File: config.mk
export PLATFORM = sky130hd
export DESIGN_NAME = coax_control
export DESIGN_NICKNAME = d
export VERILOG_FILES = /design/src/rtl/coax_control.sv
export SDC_FILE = /design/constraint.sdc
export NUM_CORES = 1
export LEC_CHECK = 0
export ABC_AREA = 1
export ABC_CLOCK_PERIOD_IN_PS = 5530
export CAP_MARGIN = 10
export CORE_ASPECT_RATIO = 1.4
export CORE_MARGIN = 8
export CORE_UTILIZATION = 50
export CTS_BUF_LIST = sky130_fd_sc_hd__clkbuf_4
export DETAILED_ROUTE_END_ITERATION = 6
export PLACE_DENSITY_LB_ADDON = 0.3
export SETUP_SLACK_MARGIN = 0.4
export SLEW_MARGIN = 25
export SYNTH_ARGS = -nofsm -noshare
export SYNTH_HDL_FRONTEND = slang
export SYNTH_SLANG_ARGS = --single-unit
File: constraint.sdc
create_clock -name clk -period 5.53 [get_ports clk]
set_clock_uncertainty 0.05 [all_clocks]
set_input_delay 1.3825 -clock clk [delete_from_list [all_inputs] [get_ports clk]]
set_output_delay 1.3825 -clock clk [all_outputs]
set_load 0.01 [all_outputs]
File: src/rtl/coax_control.sv
// SPI command controller: decodes host command bytes, serves control/status/IRQ registers,
// streams coax words into the TX FIFO and out of the RX FIFO, and drives a maskable IRQ.
module coax_control #(
  parameter int         WORD_WIDTH               = 10,
  parameter logic [7:0] DEFAULT_CONTROL_REGISTER = 8'b01001000,
  parameter logic [7:0] DEFAULT_IRQ_MASK         = 8'h00,
  parameter bit         AUTO_START               = 1'b1
) (
  input  logic                  clk,
  input  logic                  reset,
  input  logic                  spi_cs,
  input  logic [7:0]            spi_rx_data,
  input  logic                  spi_rx_strobe,
  output logic [7:0]            spi_tx_data,
  output logic                  spi_tx_strobe,
  output logic                  loopback,
  output logic                  tx_parity,
  output logic                  rx_parity,
  output logic                  tx_reset,
  input  logic                  tx_active,
  input  logic                  tx_empty,
  input  logic                  tx_full,
  input  logic                  tx_ready,
  output logic [WORD_WIDTH-1:0] tx_data,
  output logic                  tx_load_strobe,
  output logic                  tx_start_strobe,
  output logic                  rx_reset,
  input  logic                  rx_active,
  input  logic                  rx_error,
  input  logic                  rx_empty,
  input  logic [WORD_WIDTH-1:0] rx_data,
  output logic                  rx_read_strobe,
  output logic                  irq
);

  typedef enum logic [3:0] {
    IDLE, RD1, RD2, WR1, WR2, TX1, TX2, TX3, RX1, RX2, RX3, RX4, START, RESET
  } state_t;

  state_t      state_q;
  logic [3:0]  sel_q;
  logic [7:0]  wr_mask_q;
  logic [7:0]  ctrl_q;
  logic [7:0]  irq_mask_q;
  logic [7:0]  irq_status_q;
  logic [7:0]  irq_status_d;
  logic [7:0]  irq_set;
  logic [7:0]  irq_clr;
  logic [7:0]  rd_val;
  logic [15:0] rx_snap_q;
  logic        tx_valid_q;
  logic        tx_active_q;
  logic        rx_empty_q;
  logic        rx_error_q;
  logic        cs_q;
  logic        armed_q;
  logic        armed_d;
  logic        auto_fire;

  always_comb begin
    case (sel_q)
      4'h1:    rd_val = {1'b0, rx_error, rx_active, ~rx_empty, irq_status_q[0],
                         tx_active, tx_full, tx_empty};
      4'h2:    rd_val = ctrl_q;
      4'h3:    rd_val = irq_mask_q;
      4'h4:    rd_val = irq_status_q;
      4'h5:    rd_val = 8'(WORD_WIDTH);
      4'hF:    rd_val = 8'hA5;
      default: rd_val = 8'h00;
    endcase
  end

  // Sticky flags: edge events and FSM events set, FSM clears; a set beats a clear.
  always_comb begin
    irq_set    = 8'h00;
    irq_clr    = 8'h00;
    irq_set[0] = tx_active_q & ~tx_active;
    irq_set[1] = rx_empty_q & ~rx_empty;
    irq_set[2] = ~rx_error_q & rx_error;
    if (!spi_cs) begin
      case (state_q)
        TX1:     irq_clr[0] = 1'b1;
        RESET:   irq_clr[0] = 1'b1;
        TX2:     if (spi_rx_strobe && (tx_full || !tx_ready)) irq_set[3] = 1'b1;
        WR2:     if (spi_rx_strobe && sel_q == 4'h4) irq_clr = wr_mask_q & spi_rx_data;
        default: ;
      endcase
    end
    irq_status_d = ((irq_status_q & ~irq_clr) | irq_set) & 8'h0F;
  end

  assign auto_fire = AUTO_START && armed_q && spi_cs && !tx_empty && !tx_active;

  always_comb begin
    armed_d = armed_q;
    if (!AUTO_START)          armed_d = 1'b0;
    else if (!spi_cs && cs_q) armed_d = 1'b0;
    else if (spi_cs && !cs_q) armed_d = 1'b1;
    else if (auto_fire)       armed_d = 1'b0;
  end

  always_ff @(posedge clk or posedge reset) begin
    if (reset) begin
      tx_active_q  <= 1'b0;
      rx_empty_q   <= 1'b0;
      rx_error_q   <= 1'b0;
      cs_q         <= 1'b1;
      armed_q      <= 1'b0;
      irq_status_q <= 8'h00;
      irq          <= 1'b0;
      loopback     <= 1'b0;
      tx_parity    <= 1'b0;
      rx_parity    <= 1'b0;
    end else begin
      tx_active_q  <= tx_active;
      rx_empty_q   <= rx_empty;
      rx_error_q   <= rx_error;
      cs_q         <= spi_cs;
      armed_q      <= armed_d;
      irq_status_q <= irq_status_d;
      irq          <= |(irq_status_q & irq_mask_q);
      loopback     <= ctrl_q[0];
      tx_parity    <= ctrl_q[3];
      rx_parity    <= ctrl_q[6];
    end
  end

  always_ff @(posedge clk or posedge reset) begin
    if (reset) begin
      state_q         <= IDLE;
      sel_q           <= 4'h0;
      wr_mask_q       <= 8'h00;
      ctrl_q          <= DEFAULT_CONTROL_REGISTER;
      irq_mask_q      <= DEFAULT_IRQ_MASK;
      rx_snap_q       <= 16'h0000;
      tx_valid_q      <= 1'b0;
      spi_tx_data     <= 8'h00;
      spi_tx_strobe   <= 1'b0;
      tx_data         <= '0;
      tx_load_strobe  <= 1'b0;
      tx_start_strobe <= 1'b0;
      tx_reset        <= 1'b0;
      rx_reset        <= 1'b0;
      rx_read_strobe  <= 1'b0;
    end else begin
      spi_tx_strobe   <= 1'b0;
      tx_load_strobe  <= 1'b0;
      tx_start_strobe <= auto_fire;
      tx_reset        <= 1'b0;
      rx_reset        <= 1'b0;
      rx_read_strobe  <= 1'b0;
      if (spi_cs) begin
        state_q <= IDLE;
      end else begin
        case (state_q)
          IDLE: if (spi_rx_strobe) begin
            sel_q <= spi_rx_data[7:4];
            case (spi_rx_data[3:0])
              4'h2:    state_q <= RD1;
              4'h3:    state_q <= WR1;
              4'h4:    state_q <= TX1;
              4'h5:    state_q <= RX1;
              4'h6:    state_q <= START;
              4'hF:    state_q <= RESET;
              default: state_q <= IDLE;
            endcase
          end
          RD1: begin
            spi_tx_data   <= rd_val;
            spi_tx_strobe <= 1'b1;
            state_q       <= RD2;
          end
          RD2: if (spi_rx_strobe) state_q <= RD1;
          WR1: if (spi_rx_strobe) begin
            wr_mask_q <= spi_rx_data;
            state_q   <= WR2;
          end
          WR2: if (spi_rx_strobe) begin
            if (sel_q == 4'h2) ctrl_q <= (ctrl_q & ~wr_mask_q) | (spi_rx_data & wr_mask_q);
            if (sel_q == 4'h3) irq_mask_q <= (irq_mask_q & ~wr_mask_q) | (spi_rx_data & wr_mask_q);
            state_q <= IDLE;
          end
          TX1: state_q <= TX2;
          TX2: if (spi_rx_strobe) begin
            spi_tx_strobe <= 1'b1;
            if (tx_full) begin
              spi_tx_data <= 8'h81;
              tx_valid_q  <= 1'b0;
            end else if (!tx_ready) begin
              spi_tx_data <= 8'h82;
              tx_valid_q  <= 1'b0;
            end else begin
              spi_tx_data             <= 8'h00;
              tx_data[WORD_WIDTH-1:8] <= spi_rx_data[WORD_WIDTH-9:0];
              tx_valid_q              <= 1'b1;
            end
            state_q <= TX3;
          end
          TX3: if (spi_rx_strobe) begin
            tx_data[7:0]   <= spi_rx_data;
            tx_load_strobe <= tx_valid_q;
            state_q        <= TX2;
          end
          RX1: begin
            rx_snap_q <= 16'(rx_data) | {rx_error, rx_empty, 14'h0000};
            state_q   <= RX2;
          end
          RX2: begin
            spi_tx_data   <= rx_snap_q[15:8];
            spi_tx_strobe <= 1'b1;
            state_q       <= RX3;
          end
          RX3: if (spi_rx_strobe) begin
            spi_tx_data   <= rx_snap_q[7:0];
            spi_tx_strobe <= 1'b1;
            if (rx_snap_q[15])      rx_reset       <= 1'b1;
            else if (!rx_snap_q[14]) rx_read_strobe <= 1'b1;
            state_q <= RX4;
          end
          RX4: if (spi_rx_strobe) state_q <= RX1;
          START: begin
            if (!tx_empty && !tx_active) tx_start_strobe <= 1'b1;
            state_q <= IDLE;
          end
          RESET: begin
            tx_reset <= 1'b1;
            rx_reset <= 1'b1;
            state_q  <= IDLE;
          end
          default: state_q <= IDLE;
        endcase
      end
    end
  end

endmodule

After elaboration in Yosys (flattened, before gate mapping)
Cells that the tools add are included.
{"block": "totals", "regBits": 86, "inputBits": 29, "out_inout_bits": 28, "elab_cells": 160}
{"block": "classes", "eq_ne": 35, "mux": 49, "n_bitwise": 19, "reduce_logical": 31}
{"operator": "4-bit one-hot mux with 12 select lines", "n": 1}
{"operator": "8-bit one-hot mux with 6 select lines", "n": 1}
{"operator": "4-bit 2-to-1 mux", "n": 11}
{"operator": "4-bit by 3-bit == test with 1-bit output (second input constant)", "n": 9}
{"operator": "4-bit == test (second input constant)", "n": 8}
{"operator": "8-bit 2-to-1 mux", "n": 4}
{"operator": "8-bit one-hot mux with 4 select lines", "n": 1}
{"operator": "1-bit 2-to-1 mux", "n": 26}
{"operator": "8-bit bitwise AND", "n": 3}
{"operator": "4-bit by 2-bit == test with 1-bit output (second input constant)", "n": 6}
{"operator": "3-bit != test (second input constant)", "n": 8}
{"operator": "4-bit one-hot mux with 6 select lines", "n": 1}
{"operator": "10-bit by 16-bit bitwise OR with 16-bit output", "n": 1}
{"operator": "8-bit bitwise OR", "n": 2}
{"operator": "3-bit AND reduction", "n": 4}
{"operator": "4-bit AND reduction", "n": 3}
{"operator": "4-bit by 8-bit bitwise AND with 8-bit output", "n": 1}
{"operator": "4-bit by 1-bit == test with 1-bit output (second input constant)", "n": 2}
{"operator": "1-bit logical AND", "n": 8}
{"operator": "8-bit NOT", "n": 1}
{"operator": "8-bit AND reduction", "n": 1}
{"operator": "8-bit OR reduction", "n": 1}
{"operator": "1-bit one-hot mux with 2 select lines", "n": 3}
{"operator": "2-bit OR reduction", "n": 3}
{"operator": "14 further kinds", "n": 25}

Longest topological paths before layout
Gate-level depths: netlist of the first run.
{"block": "logic_depth", "word_depth": 8, "ltp_mapped": 10, "mapped_depth_nobuf": 10}

Worst setup path before layout of the first run
OpenSTA, ideal clock, no wires.
{"block": "synth_timing", "path_kind": "in2reg", "startpoint": "input spi_cs", "endpoint": "register tx_data[0]", "setup_time_ps": 128, "arrival_time_ps": 2245, "required_time_ps": 5352, "slack_ps": 3107, "path_stages": 7, "n_path_buf": 1, "path_cell_list": "inv_2 nand2_1 inv_2 nand3_1 buf_2 nand2_1 o21ai_0"}
{"block": "synth_between", "elab_chain_cells": 2}
{"element": "from (decl)", "line": "11", "source": "input logic spi_cs,"}
{"element": "1-bit NOT (no source line)"}
{"element": "3-bit AND reduction (no source line)"}
{"element": "to (signal, indexed assignment)", "line": "194", "source": "tx_data[WORD_WIDTH-1:8] <= spi_rx_data[WORD_WIDTH-9:0];"}
{"element": "to (signal assigned)", "line": "200", "source": "tx_data[7:0] <= spi_rx_data;"}
{"element": "to (decl)", "line": "24", "source": "output logic [WORD_WIDTH-1:0] tx_data,"}
Every way passes these cells.
A chain may end at the register's enable or synchronous reset.

Final worst setup path of the first run
{"block": "layout_timing", "startpoint": "input spi_cs", "endpoint": "register tx_data[5]"}
The elaborated chain is that of the path after synthesis.

==> key figures, run 1 <==
Critical path
  • Worst Setup End Kind: register
  • CP peak stage delay: roughly 0.52 ns
  • Startpoint types: input port
  • Crit. Startpoint: spi_cs
  • FF-to-FF Start: sel_q[3]
  • Cell Chain, Critical Path: clkdlybuf4s50_1 -> inv_2 -> nand2_1 -> inv_2 -> nand3_1 -> o21ai_0
  • Critical path type: input port to register
  • Critical Path AT: about 3.3 ns
  • Most frequent CP cell: inv_2
  • Worst path required time: a little under 6 ns
  • CP max FO: 17
  • Slowest cell on crit path: clkdlybuf4s50_1

Global routing
  • GR Util All Layers: 0.1873
  • Vias in the first global route: between 3000 and 4000
  • Congestion Overflow GR: 0
  • First-pass GRT wire length: roughly 16000 um
  • Initial antenna violation count: 0
  • Largest net degree at the start of global routing: between 40 and 50

Die
  • Die Wd: 89.51 um
  • Initial Utilization: 0.5139
  • Area of the die: 10640 um^2
  • Io pins: 57
  • Core area: around 7400 um^2
  • Die height: approximately 120 um
  • Rows: 37

Clocking
  • Clock transition at path regs: 0.12 ns
  • # hold bufs at CTS: 0
  • TritonCTS Buffers: 9
  • Worst-Skew Late Latency: about 0.41 ns
  • Longest Clk Path Bufs: 2
  • CTS tree: yes
  • CTS Sinks: 82
  • Post-CTS sizing: 0
  • Htree depth: 3
  • Root Buffer: clkbuf_4
  • Postcts setup bufs: 0

Synthesis
  • Async SR Flop Fraction: 1.000
  • Warnings, synthesis: 0
  • Post-synthesis sequential area ratio: 0.5435
  • Gate count after technology mapping: 459
  • Synth Register Bits: 82
  • Synth top area cells: dfrtp_1, nand2_1, o21ai_0, nor2_1, nand3_1
  • Post-synth top cells: nand2_1, dfrtp_1, nor2_1, o21ai_0, nand3_1
  • Cell with the most instances after synthesis: nand2_1
  • Synth top area share: 0.5227
  • Synth Area per Inst: roughly 8.2 um^2
  • Number of enable flip-flop cells after synthesis: 0
  • Post-Syn Area: ~3800 um^2
  • Main synth FF type: dfrtp_1
  • Area leader, netlist: dfrtp_1
  • Post-synth cell types: 32
  • Net count after synthesis: 488

Status
  • Status: finished clean

Power and ir drop
  • Static leakage: 2.182 nW
  • PD cells: roughly 340 nW/um^2
  • IR drop worst, VDD: between 0.15 and 0.2 mV

Place
  • Final HPWL DP: a little over 7000 um
  • Routability congestion estimate: approximately 0.93
  • Port Buffer Count: 56

STA
  • Fmax: 0.3249 GHz
  • Fin crit share: 0.5565
  • Final setup vio count: 0
  • Final Hold Viols: 0
  • Setup tns final: 0 ns
  • Final Max Slew Viols: 0
  • Slew headroom: 0.5014
  • Tmin final: between 3 and 4 ns
  • Tightest Pin Transition: 0.7470 ns
  • WHS: approximately 0.38 ns
  • Unrepaired setup endpoints after global routing: false

Final layout
  • Nets: between 500 and 600
  • # fillers: approximately 640
  • Ant diodes: 0
  • Layout Area Growth over Synthesis: 20.38%
  • Fraction of layout cells with a size suffix above 1: 0.08175

Route
  • Avg WL per Cell: 14.95 um
  • Detail Route Antenna Nets: 0
  • DRC viols: 0
  • Post-DR vias/cell: roughly 5.3
  • DR pass1 iterations: 5
  • DR vias: about 3300
  • DRT iter0 DRCs: around 280
  • Routed WL: between 9000 and 10000 um

Job
  • # Max-Cap Violations: 0

Min path
  • Hold Path Class: register to register
area by class of cell:
class / count / area, um^2 / area share
inverter: 36 / 141.4 / 0.03105
timing repair buffer: 57 / 568.0 / 0.1248
multi-input combinational: 336 / 1563 / 0.3432
tap: 97 / 121.4 / 0.02666
clock inverter: 4 / 21.27 / 0.004672
clock buffer: 11 / 82.58 / 0.01814
sequential: 82 / 2056 / 0.4515
logic make-up after synthesis:
group | after synthesis | synth area share
buf+inv | 41 | 0.04333
flops | 82 | 0.5435
simple gates | 272 | 0.3149
mux | 6 | 0.01786
compound gates | 58 | 0.08039
power by group:
group / internal (mW) / total [mW] / switching, mW
clock: 0.0976 / 0.286 / 0.189
combinational: 0.185 / 0.451 / 0.265
sequential: 0.713 / 0.802 / 0.0891
cell usage in the layout (no fill, tap or decap), types with 2 or more instances in the layout:
cell type | netlist | layout
nand2_1 | 153 | 153
nor3_1 | 5 | 5
a21oi_1 | 6 | 6
o21ai_0 | 39 | 39
o21ai_1 | 8 | 8
clkdlybuf4s50_1 | 0 | 56
dfstp_2 | 3 | 3
nor2_4 | 3 | 3
inv_2 | 4 | 4
mux2_2 | 6 | 6
nand2_4 | 4 | 4
clkinv_1 | 1 | 2
dfrtp_1 | 79 | 79
nand4_1 | 9 | 9
clkbuf_4 | 0 | 11
nand3_1 | 38 | 38
nor2_1 | 52 | 52
inv_1 | 30 | 29
clkinv_2 | 0 | 3
worst paths after layout:
path                       cells past startpoint  slack, ns                          to
min                                            0       0.38                   rx_parity
max                                            6       2.45                  tx_data[5]
min reg2reg                                    0       0.38                   rx_parity
max reg2reg                                    6       3.49                    register
max in group asynchronous                      3       3.12  asynchronous set/reset pin
min in group asynchronous                      2       1.33                 tx_active_q
per-layer routing:
| metal | track usage | up-vias | share of wire |
|---|---|---|---|
| li1 | - | 1623 | - |
| met3 | 0.04749 | 22 | 0.069 |
| met2 | 0.3070 | 138 | 0.49 |
| met5 | 0 | - | 0 |
| met1 | 0.2275 | 1548 | 0.41 |
| met4 | 0.07210 | 0 | 0.024 |
critical path: cells and delay by family:
| kind | cells | cell delay, ns |
|---|---|---|
| AOI/OAI and AO/OA | 1 | 0.34 |
| buffers and inverters | 3 | 0.94 |
| and+or+nand+nor | 2 | 0.66 |
metrics by stage:
stage               total power, mW    util  worst slack, ns  instance area (um^2)  std cells
floorplan                     1.083       -            1.994                  3782        459
global placement              1.247  0.6045            2.199                  4449        608
detailed placement            1.263  0.6045            2.055                  4449        608
CTS                           1.546  0.6186            2.459                  4553        623
global route                  1.646  0.6186            2.277                  4553        623
finish                        1.539  0.6186            2.453                  4553        623
Note: power is estimated with default switching activity, not from simulation.
==> inputs of run 2 (changes only) <==
ABC_CLOCK_PERIOD_IN_PS = 2700   (was 5530)
clock period = 2.7 ns   (was 5.53 ns; I/O delays follow)
==> run 2 against run 1 <==
Global-route usage grew 0.11 points. Critical endpoint is now spi_tx_data[1]. First-iteration DRC count decreased by 29%. Non-clock buffer count increased by 3. Combinational power rose by 110%. Worst hold slack lost 0.0030 ns. Register-to-register slack got worse by 2.6 ns.
==> key figures, run 2 (synthesized netlist as in run 1, its figures left out) <==
Die
  • Area of the die: 10640 um^2 (unchanged)
  • Rows: 37 (unchanged)
  • Die height: 118.9 um (unchanged)
  • Io pins: 57 (unchanged)
  • Die Wd: 89.51 um (unchanged)
  • Core area: 7361 um^2 (unchanged)
  • Initial Utilization: 0.5139 (unchanged)

Critical path
  • CP max FO: 2 (-15)
  • Worst Setup End Kind: output port
  • Worst Path Buf+Inv: 1 (-2)
  • FF-to-FF Start: state_q[0]
  • Cell Chain, Critical Path: clkdlybuf4s50_1
  • Startpoint types: register
  • Top Family by Delay on Critical Path: buffers and inverters
  • Slowest cell on crit path: clkdlybuf4s50_1
  • Worst path required time: 1.98 ns (-3.81 ns)
  • Worst R2R Path Depth: 6 (unchanged)
  • Critical Path AT: 1.37 ns (-1.97 ns)
  • CP peak stage delay: 0.55 ns (+0.03 ns)
  • R2R Setup Slk: 0.87 ns (-2.62 ns)
  • Critical path type: register to output port

Clocking
  • Htree depth: 3 (unchanged)
  • Worst-Skew Late Latency: 0.43 ns (+0.02 ns)
  • Root Buffer: clkbuf_4
  • Longest Clk Path Bufs: 2 (unchanged)
  • Post-CTS sizing: 0 (unchanged)
  • Postcts setup bufs: 0 (unchanged)
  • TritonCTS Buffers: 9 (unchanged)
  • CTS tree: yes
  • # hold bufs at CTS: 0 (unchanged)
  • CTS Sinks: 82 (unchanged)
  • Clock transition at path regs: 0.12 ns (about the same)

Min path
  • Hold EP: rx_parity
  • Hold Path Class: register to register
  • Hold depth: 0 (unchanged)

Place
  • Routability congestion estimate: 0.8986 (-2.9%)
  • Post-DP Area: 4487 um^2 (+0.84%)
  • Port Buffer Count: 56 (unchanged)
  • Final HPWL DP: 7015 um (-0.89%)
  • Place WS: 0.2478 ns (-1.807 ns)

STA
  • Unrepaired setup endpoints after global routing: false
  • Slew headroom: 0.6940 (+0.1926)
  • Final Hold Viols: 0 (unchanged)
  • Fin crit share: 0.7742
  • Tmin final: 2.090 ns
  • Setup ws final: 0.6097 ns (-1.843 ns)
  • Setup tns final: 0 ns (unchanged)
  • Final setup vio count: 0 (unchanged)
  • Tightest Pin Transition: 0.4572 ns (-0.2897 ns)
  • Final Max Slew Viols: 0 (unchanged)
  • Fmax: approximately 0.48 GHz

Global routing
  • First-pass GRT wire length: 15730 um (+1.1%)
  • Congestion Overflow GR: 0 (unchanged)
  • GR Util All Layers: 0.1885 (+0.001146)
  • Vias in the first global route: 3364 (+2.9%)
  • Initial antenna violation count: 1 (+1)
  • Largest net degree at the start of global routing: 83 (+80%)

Route
  • Routed WL: 9278 um (-0.38%)
  • Post-DR vias/cell: 5.293 (-1.0%)
  • DRT iter0 DRCs: 197 (-29%)
  • Detail Route Antenna Nets: 0 (unchanged)
  • DRC viols: 0 (unchanged)
  • DR pass1 iterations: 5 (unchanged)
  • Avg WL per Cell: 14.77 um (-1.2%)
  • DR vias: 3324 (-0.21%)

Final layout
  • Nets: 554 (+0.54%)
  • Most frequent cells in the layout: nand2_1, dfrtp_1, clkdlybuf4s50_1
  • Layout Area Growth over Synthesis: 22.26%
  • Layout Cell Area excl Fill: 4624 um^2 (+1.6%)
  • Most common cell after layout, fill and taps aside: nand2_1
  • Fraction of layout cells with a size suffix above 1: 0.08679 (+0.005043)

Power and ir drop
  • IR drop worst, VDD: 0.4286 mV (+120%)
  • PD cells: 709.6 nW/um^2 (+110%)
  • Static leakage: 2.208 nW (+1.2%)
  • Tot Pwr: 3.282 mW (+110%)

Status
  • Status: finished clean

Job
  • # Max-Cap Violations: 0 (unchanged)
==> run 2: cell count changes in the layout (fill, tap and decap cells not counted), sizes merged <==
| cell | previous run | this run |
|---|---|---|
| clkinvlp | 1 | 2 |
| inv | 33 | 34 |
| bufinv | 0 | 1 |
| clkbuf | 11 | 9 |
| diode | 0 | 1 |
| buf | 1 | 4 |
==> run 2: through the flow <==
stage                     instances  hold slack (ns)  utilization
after detailed placement        611           0.3564       0.6096
after CTS                       627           0.3735       0.6279
after global routing            628           0.3782       0.6283
after global placement          611           0.3568       0.6096
final                           628           0.3721       0.6283
after floorplan                 459           0.3249            -
==> run 2: final cells by class <==
| class | count | area [um^2] |
|---|---|---|
| Fill cell | 641 | 2736 |
| Sequential cell | 82 | 2056 |
| Multi-Input combinational cell | 336 | 1563 |
| Timing Repair Buffer | 60 | 603.1 |
| Inverter | 36 | 143.9 |
| Tap cell | 97 | 121.4 |
| Clock buffer | 9 | 67.56 |
| Clock inverter | 7 | 67.56 |
| Antenna cell | 1 | 2.502 |
==> run 2: power by group <==
group          internal, mW  switching (mW)
clock                 0.279           0.418
sequential             1.46           0.182
combinational         0.394           0.548
==> run 2: worst max-delay path by stage <==
stage | cells after the start | to | start | slack (ns)
6_report | 1 | spi_tx_data[1] | spi_tx_data[1] | 0.61
5_1_grt | 1 | tx_data[6] | tx_data[6] | 0.54
4_1_cts | 1 | spi_tx_data[1] | spi_tx_data[1] | 0.58
3_5_place_dp | 7 | register | spi_cs | 0.25
3_3_place_gp | 7 | register | spi_cs | 0.28
2_1_floorplan | 7 | tx_data[0] | spi_cs | 0.98
==> run 2: metal layers <==
| layer | GRT usage | vias to the layer above | wire length [um] |
|---|---|---|---|
| met3 | 0.04542 | 30 | 559 |
| met1 | 0.2252 | 1552 | 3836 |
| met5 | 0 | - | 0 |
| met4 | 0.1034 | 0 | 367 |
| met2 | 0.3005 | 115 | 4514 |
| li1 | - | 1627 | - |
